$ cat config.mk
export PLATFORM = sky130hd
export DESIGN_NAME = traffic_conflict_monitor
export DESIGN_NICKNAME = d
export VERILOG_FILES = /design/src/rtl/traffic_pkg.sv /design/src/rtl/light_seq_checker.sv /design/src/rtl/traffic_conflict_monitor.sv
export SDC_FILE = /design/constraint.sdc
export NUM_CORES = 1
export LEC_CHECK = 0
export ABC_CLOCK_PERIOD_IN_PS = 2500
export CAP_MARGIN = 20
export CORE_ASPECT_RATIO = 1.1
export CORE_MARGIN = 3
export CORE_UTILIZATION = 51
export CTS_CLUSTER_DIAMETER = 80
export DETAILED_ROUTE_END_ITERATION = 12
export PLACE_DENSITY = 0.89
export SLEW_MARGIN = 20
export SYNTH_ARGS = -nofsm -noshare
export SYNTH_HDL_FRONTEND = slang
export SYNTH_SLANG_ARGS = --single-unit
$ cat constraint.sdc
create_clock -name clk -period 2.5 [get_ports clk]
set_input_delay 0.5 -clock clk [delete_from_list [all_inputs] [get_ports clk]]
set_output_delay 0.5 -clock clk [all_outputs]
set_load 0.05 [all_outputs]
$ cat src/rtl/traffic_pkg.sv
// Shared constants for the traffic conflict monitor: light codes, fault codes,
// approach indices, monitor state and a lowest-set-index helper.
package traffic_pkg;

    localparam logic [2:0] RED    = 3'b000;
    localparam logic [2:0] GREEN  = 3'b001;
    localparam logic [2:0] YELLOW = 3'b010;

    localparam logic [2:0] FC_NONE         = 3'd0;
    localparam logic [2:0] FC_ILLEGAL      = 3'd1;
    localparam logic [2:0] FC_CONFLICT     = 3'd2;
    localparam logic [2:0] FC_SEQ          = 3'd3;
    localparam logic [2:0] FC_SHORT_GREEN  = 3'd4;
    localparam logic [2:0] FC_SHORT_YELLOW = 3'd5;
    localparam logic [2:0] FC_STUCK        = 3'd6;

    localparam logic [1:0] DIR_N = 2'd0;
    localparam logic [1:0] DIR_S = 2'd1;
    localparam logic [1:0] DIR_E = 2'd2;
    localparam logic [1:0] DIR_W = 2'd3;

    typedef enum logic [1:0] {
        ST_ARM   = 2'd0,
        ST_RUN   = 2'd1,
        ST_FAULT = 2'd2
    } mon_state_t;

    function automatic logic [1:0] first_idx(input logic [3:0] v);
        first_idx = DIR_N;
        for (int i = 3; i >= 0; i--) begin
            if (v[i]) first_idx = 2'(i);
        end
    endfunction

endpackage

$ cat src/rtl/light_seq_checker.sv
// Per-approach checks: illegal code, bad colour order and too-short green/yellow,
// judged against the shared duration of the previous light vector.
module light_seq_checker
    import traffic_pkg::*;
#(
    parameter int DW         = 7,
    parameter int MIN_GREEN  = 6,
    parameter int MIN_YELLOW = 3
) (
    input  logic [2:0]    prev,
    input  logic [2:0]    cur,
    input  logic [DW-1:0] dur,
    output logic          illegal,
    output logic          seq,
    output logic          short_green,
    output logic          short_yellow
);

    localparam logic [DW-1:0] MIN_G = DW'(MIN_GREEN);
    localparam logic [DW-1:0] MIN_Y = DW'(MIN_YELLOW);

    always_comb begin
        illegal      = (cur != RED) && (cur != GREEN) && (cur != YELLOW);
        seq          = ((prev == GREEN)  && (cur == RED))   ||
                       ((prev == YELLOW) && (cur == GREEN)) ||
                       ((prev == RED)    && (cur == YELLOW));
        short_green  = (prev == GREEN)  && (cur != GREEN)  && (dur < MIN_G);
        short_yellow = (prev == YELLOW) && (cur != YELLOW) && (dur < MIN_Y);
    end

endmodule

$ cat src/rtl/traffic_conflict_monitor.sv
// Safety monitor for the four-approach light bus; latches the first violation and
// forces all-red until cleared. Define TRAFFIC_FAULT_LOG_EN to add the fault_cnt output.
module traffic_conflict_monitor
    import traffic_pkg::*;
#(
    parameter int MIN_GREEN  = 6,
    parameter int MIN_YELLOW = 3,
    parameter int WDOG       = 64,
    parameter int ARM_DLY    = 2
) (
    input  logic       clk,
    input  logic       rst_a,
    input  logic [2:0] n_light,
    input  logic [2:0] s_light,
    input  logic [2:0] e_light,
    input  logic [2:0] w_light,
    input  logic       fault_clr,
    output logic [2:0] safe_n_light,
    output logic [2:0] safe_s_light,
    output logic [2:0] safe_e_light,
    output logic [2:0] safe_w_light,
    output logic       fault,
    output logic [2:0] fault_code,
    output logic [1:0] fault_dir
`ifdef TRAFFIC_FAULT_LOG_EN
    ,
    output logic [7:0] fault_cnt
`endif
);

    localparam int DW = $clog2(WDOG + 1);
    localparam int AW = $clog2(ARM_DLY + 1);
    localparam logic [DW-1:0] WDOG_D  = DW'(WDOG);
    localparam logic [AW-1:0] ARM_END = AW'(ARM_DLY - 1);

    mon_state_t      state;
    logic [AW-1:0]   arm_cnt;
    logic [DW-1:0]   dur;
    logic [3:0][2:0] cur_a;
    logic [3:0][2:0] prev_a;
    logic [3:0][2:0] safe_a;

    logic [3:0] ill, sq, sg, sy, non_red;
    logic       vec_same, conflict, stuck, viol, all_red;
    logic [DW-1:0] dur_inc;
    logic [2:0] viol_code;
    logic [1:0] viol_dir;

    // Index 0 is north so lowest-index reporting follows N, S, E, W order.
    assign cur_a[0] = n_light;
    assign cur_a[1] = s_light;
    assign cur_a[2] = e_light;
    assign cur_a[3] = w_light;

    for (genvar i = 0; i < 4; i++) begin : g_chk
        light_seq_checker #(
            .DW        (DW),
            .MIN_GREEN (MIN_GREEN),
            .MIN_YELLOW(MIN_YELLOW)
        ) u_chk (
            .prev        (prev_a[i]),
            .cur         (cur_a[i]),
            .dur         (dur),
            .illegal     (ill[i]),
            .seq         (sq[i]),
            .short_green (sg[i]),
            .short_yellow(sy[i])
        );
        assign non_red[i] = (cur_a[i] != RED);
    end

    always_comb begin
        vec_same  = (cur_a == prev_a);
        dur_inc   = (dur == WDOG_D) ? dur : dur + DW'(1);
        conflict  = ((non_red & (non_red - 4'd1)) != 4'd0);
        stuck     = vec_same && (dur_inc == WDOG_D);
        all_red   = (non_red == 4'd0);
        viol      = 1'b1;
        viol_code = FC_NONE;
        viol_dir  = DIR_N;
        if (|ill) begin
            viol_code = FC_ILLEGAL;
            viol_dir  = first_idx(ill);
        end else if (conflict) begin
            viol_code = FC_CONFLICT;
            viol_dir  = first_idx(non_red);
        end else if (|sq) begin
            viol_code = FC_SEQ;
            viol_dir  = first_idx(sq);
        end else if (|sg) begin
            viol_code = FC_SHORT_GREEN;
            viol_dir  = first_idx(sg);
        end else if (|sy) begin
            viol_code = FC_SHORT_YELLOW;
            viol_dir  = first_idx(sy);
        end else if (stuck) begin
            viol_code = FC_STUCK;
        end else begin
            viol = 1'b0;
        end
    end

`ifdef TRAFFIC_FAULT_LOG_EN
    logic [7:0] fault_cnt_q;
    assign fault_cnt = fault_cnt_q;

    always_ff @(posedge clk) begin
        if (!rst_a) begin
            fault_cnt_q <= 8'd0;
        end else if ((state == ST_RUN) && viol && (fault_cnt_q != 8'hFF)) begin
            fault_cnt_q <= fault_cnt_q + 8'd1;
        end
    end
`endif

    always_ff @(posedge clk) begin
        if (!rst_a) begin
            state      <= ST_ARM;
            arm_cnt    <= '0;
            dur        <= '0;
            prev_a     <= '0;
            safe_a     <= '0;
            fault      <= 1'b0;
            fault_code <= FC_NONE;
            fault_dir  <= DIR_N;
        end else begin
            case (state)
                ST_ARM: begin
                    safe_a <= '0;
                    if (arm_cnt == ARM_END) begin
                        state   <= ST_RUN;
                        arm_cnt <= '0;
                        prev_a  <= cur_a;
                        dur     <= DW'(1);
                    end else begin
                        arm_cnt <= arm_cnt + AW'(1);
                    end
                end
                ST_RUN: begin
                    if (viol) begin
                        state      <= ST_FAULT;
                        safe_a     <= '0;
                        fault      <= 1'b1;
                        fault_code <= viol_code;
                        fault_dir  <= viol_dir;
                    end else begin
                        safe_a <= cur_a;
                        if (vec_same) begin
                            dur <= dur_inc;
                        end else begin
                            dur    <= DW'(1);
                            prev_a <= cur_a;
                        end
                    end
                end
                ST_FAULT: begin
                    safe_a <= '0;
                    // Lamps must already be dark before the operator may re-arm.
                    if (fault_clr && all_red) begin
                        state      <= ST_ARM;
                        arm_cnt    <= '0;
                        fault      <= 1'b0;
                        fault_code <= FC_NONE;
                        fault_dir  <= DIR_N;
                    end
                end
                default: state <= ST_ARM;
            endcase
        end
    end

    assign safe_n_light = safe_a[0];
    assign safe_s_light = safe_a[1];
    assign safe_e_light = safe_a[2];
    assign safe_w_light = safe_a[3];

endmodule

### Yosys cells after proc, flatten, opt, wreduce, memory -nomap -nowiden

Index checks and enable logic that the tools add are counted.

* equality and inequality tests: 35
* order comparisons: 2
* reduce and logical (&&, ||, !) cells: 75
* bitwise gates (word level): 1
* add/subtract/negate cells: 3
* muxes and demuxes: 62

Operators by type and width (count)
* 2-bit two-way mux: 30
* 12-bit two-way mux: 4
* 12-bit one-hot mux with 2 select lines: 2
* 1-bit logical AND: 38
* 7-bit two-way mux: 4
* 3-bit by 1-bit == test with 1-bit output, second input constant: 8
* 3-bit by 2-bit == test with 1-bit output, second input constant: 8
* 3-bit zero test: 8
* 3-bit two-way mux: 8
* 4-bit OR reduction: 4
* 7-bit == test, second input constant: 2
* 7-bit one-hot mux with 2 select lines: 1
* 12-bit == test: 1
* 3-bit by 1-bit != test with 1-bit output, second input constant: 4
* 3-bit by 2-bit != test with 1-bit output, second input constant: 4
* 3-bit nonzero test: 4
* 2-bit != test, second input constant: 5
* 3-bit AND reduction: 3
* 1-bit logical OR: 8
* 1-bit two-way mux: 8
* 2-bit one-hot mux with 2 select lines: 2
* 2-bit nonzero test: 4
* 7-bit by 1-bit adder with 7-bit output, second input constant: 1
* 7-bit by 2-bit < comparator with 1-bit output, second input constant: 1
* other kinds (15): 16

* flip-flop bits (word level): 41
* bits of input ports: 15
* word-level logic and storage cells: 192
* output and inout bits: 18

### Depth between registers and ports, before layout

* depth after elaboration: 14
* depth in mapped cells: 9
* depth with buffers taken out: 8

### Cells and area by module

A second synthesis with hierarchy kept.

* cells, all modules: 339
* area total of the unflattened synthesis: 2676.3 um^2

Modules (own cells, without submodules)
* traffic_conflict_monitor: sequential area each 820.8 um^2, cells each 275, times used 1, area an instance 2235.9 um^2
* light_seq_checker: sequential area each 0.0 um^2, cells each 16, times used 4, area an instance 110.1 um^2

### Least setup slack after synthesis

OpenSTA, ideal clock, no wires.

* path type: input to register
* start point: input port s_light[2]
* end point: register fault_dir[0]
* path buffers: 1
* path slack: 0.121 ns
* library setup time: 0.116 ns
* data arrival time: 2.264 ns
* stages on the path: 8
* required time: 2.384 ns
* path through: clkbuf_1 xor2_1 a2111oi_2 nand3_1 or3_4 o211ai_4 nand2_4 a31o_1

* longest elaborated chain between the ends: 12
* elaborated cells between the ends (all ways): 54
* those cells by class: add/sub: 1; eq/ne: 7; mux: 23; bitwise: 1; reduce/logical: 22

Ends and longest elaborated chain
* start: declaration: RTL line traffic_conflict_monitor.sv:14 `input logic [2:0] s_light,`
* 3-bit by 2-bit != test with 1-bit output: RTL line light_seq_checker.sv:23, light_seq_checker.sv:28
* 1-bit logical AND (2 in a row): RTL line light_seq_checker.sv:28 `short_yellow = (prev == YELLOW) && (cur != YELLOW) && (dur < MIN_Y);`
* 2-bit two-way mux (2 in a row): RTL line traffic_pkg.sv:31 `if (v[i]) first_idx = 2'(i);`
* 2-bit two-way mux: RTL line traffic_conflict_monitor.sv:93 `end else if (|sy) begin`
* 2-bit two-way mux: RTL line traffic_conflict_monitor.sv:90 `end else if (|sg) begin`
* 2-bit two-way mux: RTL line traffic_conflict_monitor.sv:87 `end else if (|sq) begin`
* 2-bit two-way mux: RTL line traffic_conflict_monitor.sv:84 `end else if (conflict) begin`
* 2-bit two-way mux: RTL line traffic_conflict_monitor.sv:81 `if (|ill) begin`
* 2-bit two-way mux: RTL line traffic_conflict_monitor.sv:140 `if (viol) begin`
* 2-bit one-hot mux with 2 select lines: RTL line traffic_conflict_monitor.sv:127 `case (state)`
* end signal: assignment: RTL line traffic_conflict_monitor.sv:145 `fault_dir <= viol_dir;`
* end: declaration: RTL line traffic_conflict_monitor.sv:24 `output logic [1:0] fault_dir`

Parallel ways exist; a longest one is shown, timed or not. The select of a mux whose other input is x is not followed.
A chain may end at the register's enable or synchronous reset.

### Worst setup path in the final report

* start point: input port w_light[2]
* end point: register dur[1]

* longest elaborated chain between the ends: 11
* elaborated cells between the ends (all ways): 37
* those cells by class: add/sub: 1; eq/ne: 6; mux: 9; bitwise: 1; reduce/logical: 20

Ends and longest elaborated chain
* start: declaration: RTL line traffic_conflict_monitor.sv:16 `input logic [2:0] w_light,`
* parallel branches: the longest is 11 deep, another holds 4-bit by 1-bit subtractor with 4-bit output
* end signal: assignment: RTL line traffic_conflict_monitor.sv:149 `dur <= dur_inc;`
* end: declaration: RTL line traffic_conflict_monitor.sv:38 `logic [DW-1:0] dur;`

Parallel ways; which one is timed is not known. The select of a mux whose other input is x is not followed.

==> summary.txt <==
Status
  • Result of the run: finished clean

Synthesis
  • Area of the mapped netlist: 2710 µm²
  • Post-synthesis xor/xnor area fraction: 4.86%
  • Most instantiated library cell after synthesis: nand2_1
  • Simple-gate portion of the synthesized area: 30.0%
  • Avg Synthesized Cell Area: 8.40 µm²
  • Count of flip-flops with a built-in enable after synthesis: 0
  • Net Count, Synth: 339
  • Proportion of synthesized flip-flops having asynchronous set or reset: 0%
  • Combinational family with the most area after synthesis: simple AND/OR/NAND/NOR gates
  • Cell types occupying the most area after synthesis: dfxtp_1 (30%), mux2i_1 (6.7%), nand2_1 (6.4%)
  • Count of mapped cells out of synthesis: 322
  • Area leader, netlist: dfxtp_1
  • Leading cell types by count after synthesis: nand2_1 (46), dfxtp_1 (41), mux2i_1 (18)
  • Post-synthesis sequential area ratio: 30.3%
  • Share of Yosys cell area claimed by the top area cell type: 30.3%
  • Multiplexer share of the synthesized area: 6.66%
  • Post-synthesis compound-gate area fraction: 20.7%
  • Yosys synthesis warning count: 0
  • Top_reg_cell synth: dfxtp_1
  • Synth Register Bits: 41
  • Share of synthesized cell area in full adder, half adder and majority cells: 1.67%
  • Library cells used by synthesis: 65

Routing
  • DR WL/cell: 19.8 µm
  • Vias per cell: 6.54
  • Residual antenna-violating net count after detailed routing: 0
  • Violation count after the first detailed-routing iteration: 291
  • Total routed wirelength: 9.00 mm
  • Detailed Routing Iterations Pass 1: 5
  • DRC violations left: 0
  • Via count: 2970

Clocking
  • Maximum level of the CTS H-tree: 2
  • Root buffer cell: clkbuf_8
  • Hold buffers post-CTS: 0
  • Clk sink count: 41
  • Maximum clock insertion buffer count: 2
  • Cts bufs inserted: 5
  • Clock latency of the later-clocked register in the worst-skew pair: 0.31 ns
  • Clock tree from TritonCTS: built
  • Clock-pin slew of the registers on the worst-case setup and hold paths: 0.09 ns

Cells and area
  • Synth-to-layout area growth: 35.1%
  • Register area: 826 µm²
  • Area of combinational cells with multiple inputs: 1880 µm²
  • Share of cells above drive strength 1: 28.3%
  • Count of fill cells added during filler insertion: 335
  • # diodes: 0
  • Post-route non-filler standard cell count: 454
  • Finished Core Util: 72.1%
  • Number of nets in the finished design: 412

Timing
  • Max-slew headroom: 56.5%
  • Setup violations, final: 0
  • Final critical delay including setup and external delays: 2.50 ns
  • Highest clock frequency the design can meet: 401 MHz
  • Slew of the pin with the lowest slew margin: 0.644 ns
  • Setup Skew: 0.0121 ns
  • Slew Limit Fails: 0
  • Final period util: 99.8%
  • Total count of hold-check failures in the final report: 0
  • Final-layout worst hold slack: 0.444 ns
  • Setup total negative slack: 0 ns

Setup path
  • Startpoint type of the worst setup path: input port
  • Critical Path Fanout Max: 7
  • Most used cell along the critical path: buf_6
  • Ordered list of cells on the worst path: dlygate4sd2_1 -> buf_6 -> or3b_4 -> a32oi_4 -> a31oi_4 -> nor2_4 -> o2111ai_4 -> a21oi_2 -> buf_6 -> mux2i_1
  • Slowest cell on the critical path: or3b_4
  • Data required time of the worst path: 2.73 ns
  • Data arrival time of the worst path: 2.73 ns
  • Start-to-end type of the worst setup path: input port to flip-flop
  • Delay of the slowest cell on the worst path: 0.39 ns
  • CP endpoint kind: flip-flop

Place
  • Placed instance count: 441
  • Half-perimeter wire length of the detailed placement result: 5.52 mm
  • Quantity of I/O buffers inserted on ports: 32
  • GP Congestion: 0.925

Pwr
  • Power density over the cells: 516 nW/µm²
  • Worst IR Drop VDD: 311 µV
  • Final total power: 1.89 mW
  • Lkg Pwr: 1.40 nW

Worst hold path
  • Worst hold path class: flip-flop to flip-flop

Run
  • Max-cap violations: 0

Global route
  • Aggregate global-route resource usage: 28.8%
  • Sum of overflow across all layers after global routing: 0
  • Antenna violations before repair: 0
  • Maximum number of pins on one net before global-route repair: 27
  • Via count of the first global-routing pass: 2893
  • Global-route wire length before repair: 13.8 mm

Floorplanning
  • Number of rows created at floorplan: 27
  • Die Outline Area: 6220 µm²
  • Die Y: 82.4 µm
  • Top-level port count: 33
  • Core area: 5070 µm²
  • Die width: 75.4 µm
  • Starting density of the core: 53.4%
==> state kept, by name, indices dropped and copies added (netlist names) <==
name          cells
fault             1
safe_n_light      3
safe_w_light      3
dur               7
safe_s_light      3
state             2
prev_a           12
arm_cnt           2
fault_dir         2
fault_code        3
safe_e_light      3
==> routing by layer <==
layer	part of all wire, %	GRT usage [%]	vias up
met5	0	0	-
li1	-	-	1326
met2	49	49.9	191
met4	6.6	15.4	0
met3	6.7	6.42	66
met1	38	32.4	1387
==> report_power, final <==
group	internal (mW)	switching, mW
Clock	0.202	0.265
Combinational	0.287	0.363
Sequential	0.696	0.0732
Total	1.19	0.701
==> per-stage QoR <==
stage	setup WS, ns	cell area [µm²]
after floorplan	0.121	2710
after global placement	-0.493	3390
after detailed placement	-0.594	3390
after CTS	0.00698	3640
after global routing	-0.106	3650
final	0.00426	3650
==> critical path: cells and delay by family <==
kind	cells	cell delay, ns
mux	1	0.18
simple gates	2	0.59
compound gates	4	0.88
buf+inv	3	0.56
==> placed cells by master (no fill, tap or decap), types with 5 or more instances in the layout <==
cell type,count
nand4_1,5
clkdlybuf4s50_1,20
nand3b_1,6
o21ai_0,8
mux2i_1,17
clkbuf_2,8
nor4b_1,8
nor2_1,12
nand3_1,9
buf_6,5
clkbuf_8,5
and2_1,5
nand2_1,45
dfxtp_1,37
a21oi_1,12
xor2_1,12
inv_1,8
buf_4,53
a22o_1,8
nor3_1,7
==> cells by family (layout without fill, tap and decap cells) <==
| group | count (synthesis) | count (layout) |
|---|---|---|
| mux | 18 | 18 |
| buf+inv | 33 | 107 |
| compound gates | 70 | 70 |
| fa+ha+maj | 4 | 4 |
| flops | 41 | 41 |
| simple gates | 141 | 141 |
| xor+xnor | 15 | 15 |
==> area by class of cell <==
| class | instances | area share [%] |
|---|---|---|
| multi-input cells | 248 | 51.4 |
| well taps | 58 | 1.99 |
| inverters | 8 | 0.822 |
| repair buffers | 91 | 20.6 |
| flip-flops and latches | 41 | 22.6 |
| clock buffers | 5 | 1.88 |
| clock inverters | 3 | 0.685 |
==> timing repair <==
item / in CTS / in global routing
hold endpoints to repair: 0 / 0
setup buffers: 5 / 0
endpoints found under the setup margin: 35 / 35
resized for setup: 33 / 30
pin swaps: 10 / 13
==> path summary, 6_finish.rpt <==
check                               start                       to  slack, ns  depth (start not counted)
setup / recovery               w_light[2]      dur[1]$_SDFFE_PN0P_      0.004                         10
hold / removal    arm_cnt[1]$_SDFFE_PN0P_  arm_cnt[1]$_SDFFE_PN0P_       0.44                          1
setup reg to reg   prev_a[0]$_SDFFE_PN0P_      dur[1]$_SDFFE_PN0P_       0.02                          8
hold reg to reg   arm_cnt[1]$_SDFFE_PN0P_  arm_cnt[1]$_SDFFE_PN0P_       0.44                          1
Note: power is estimated with default switching activity, not from simulation.
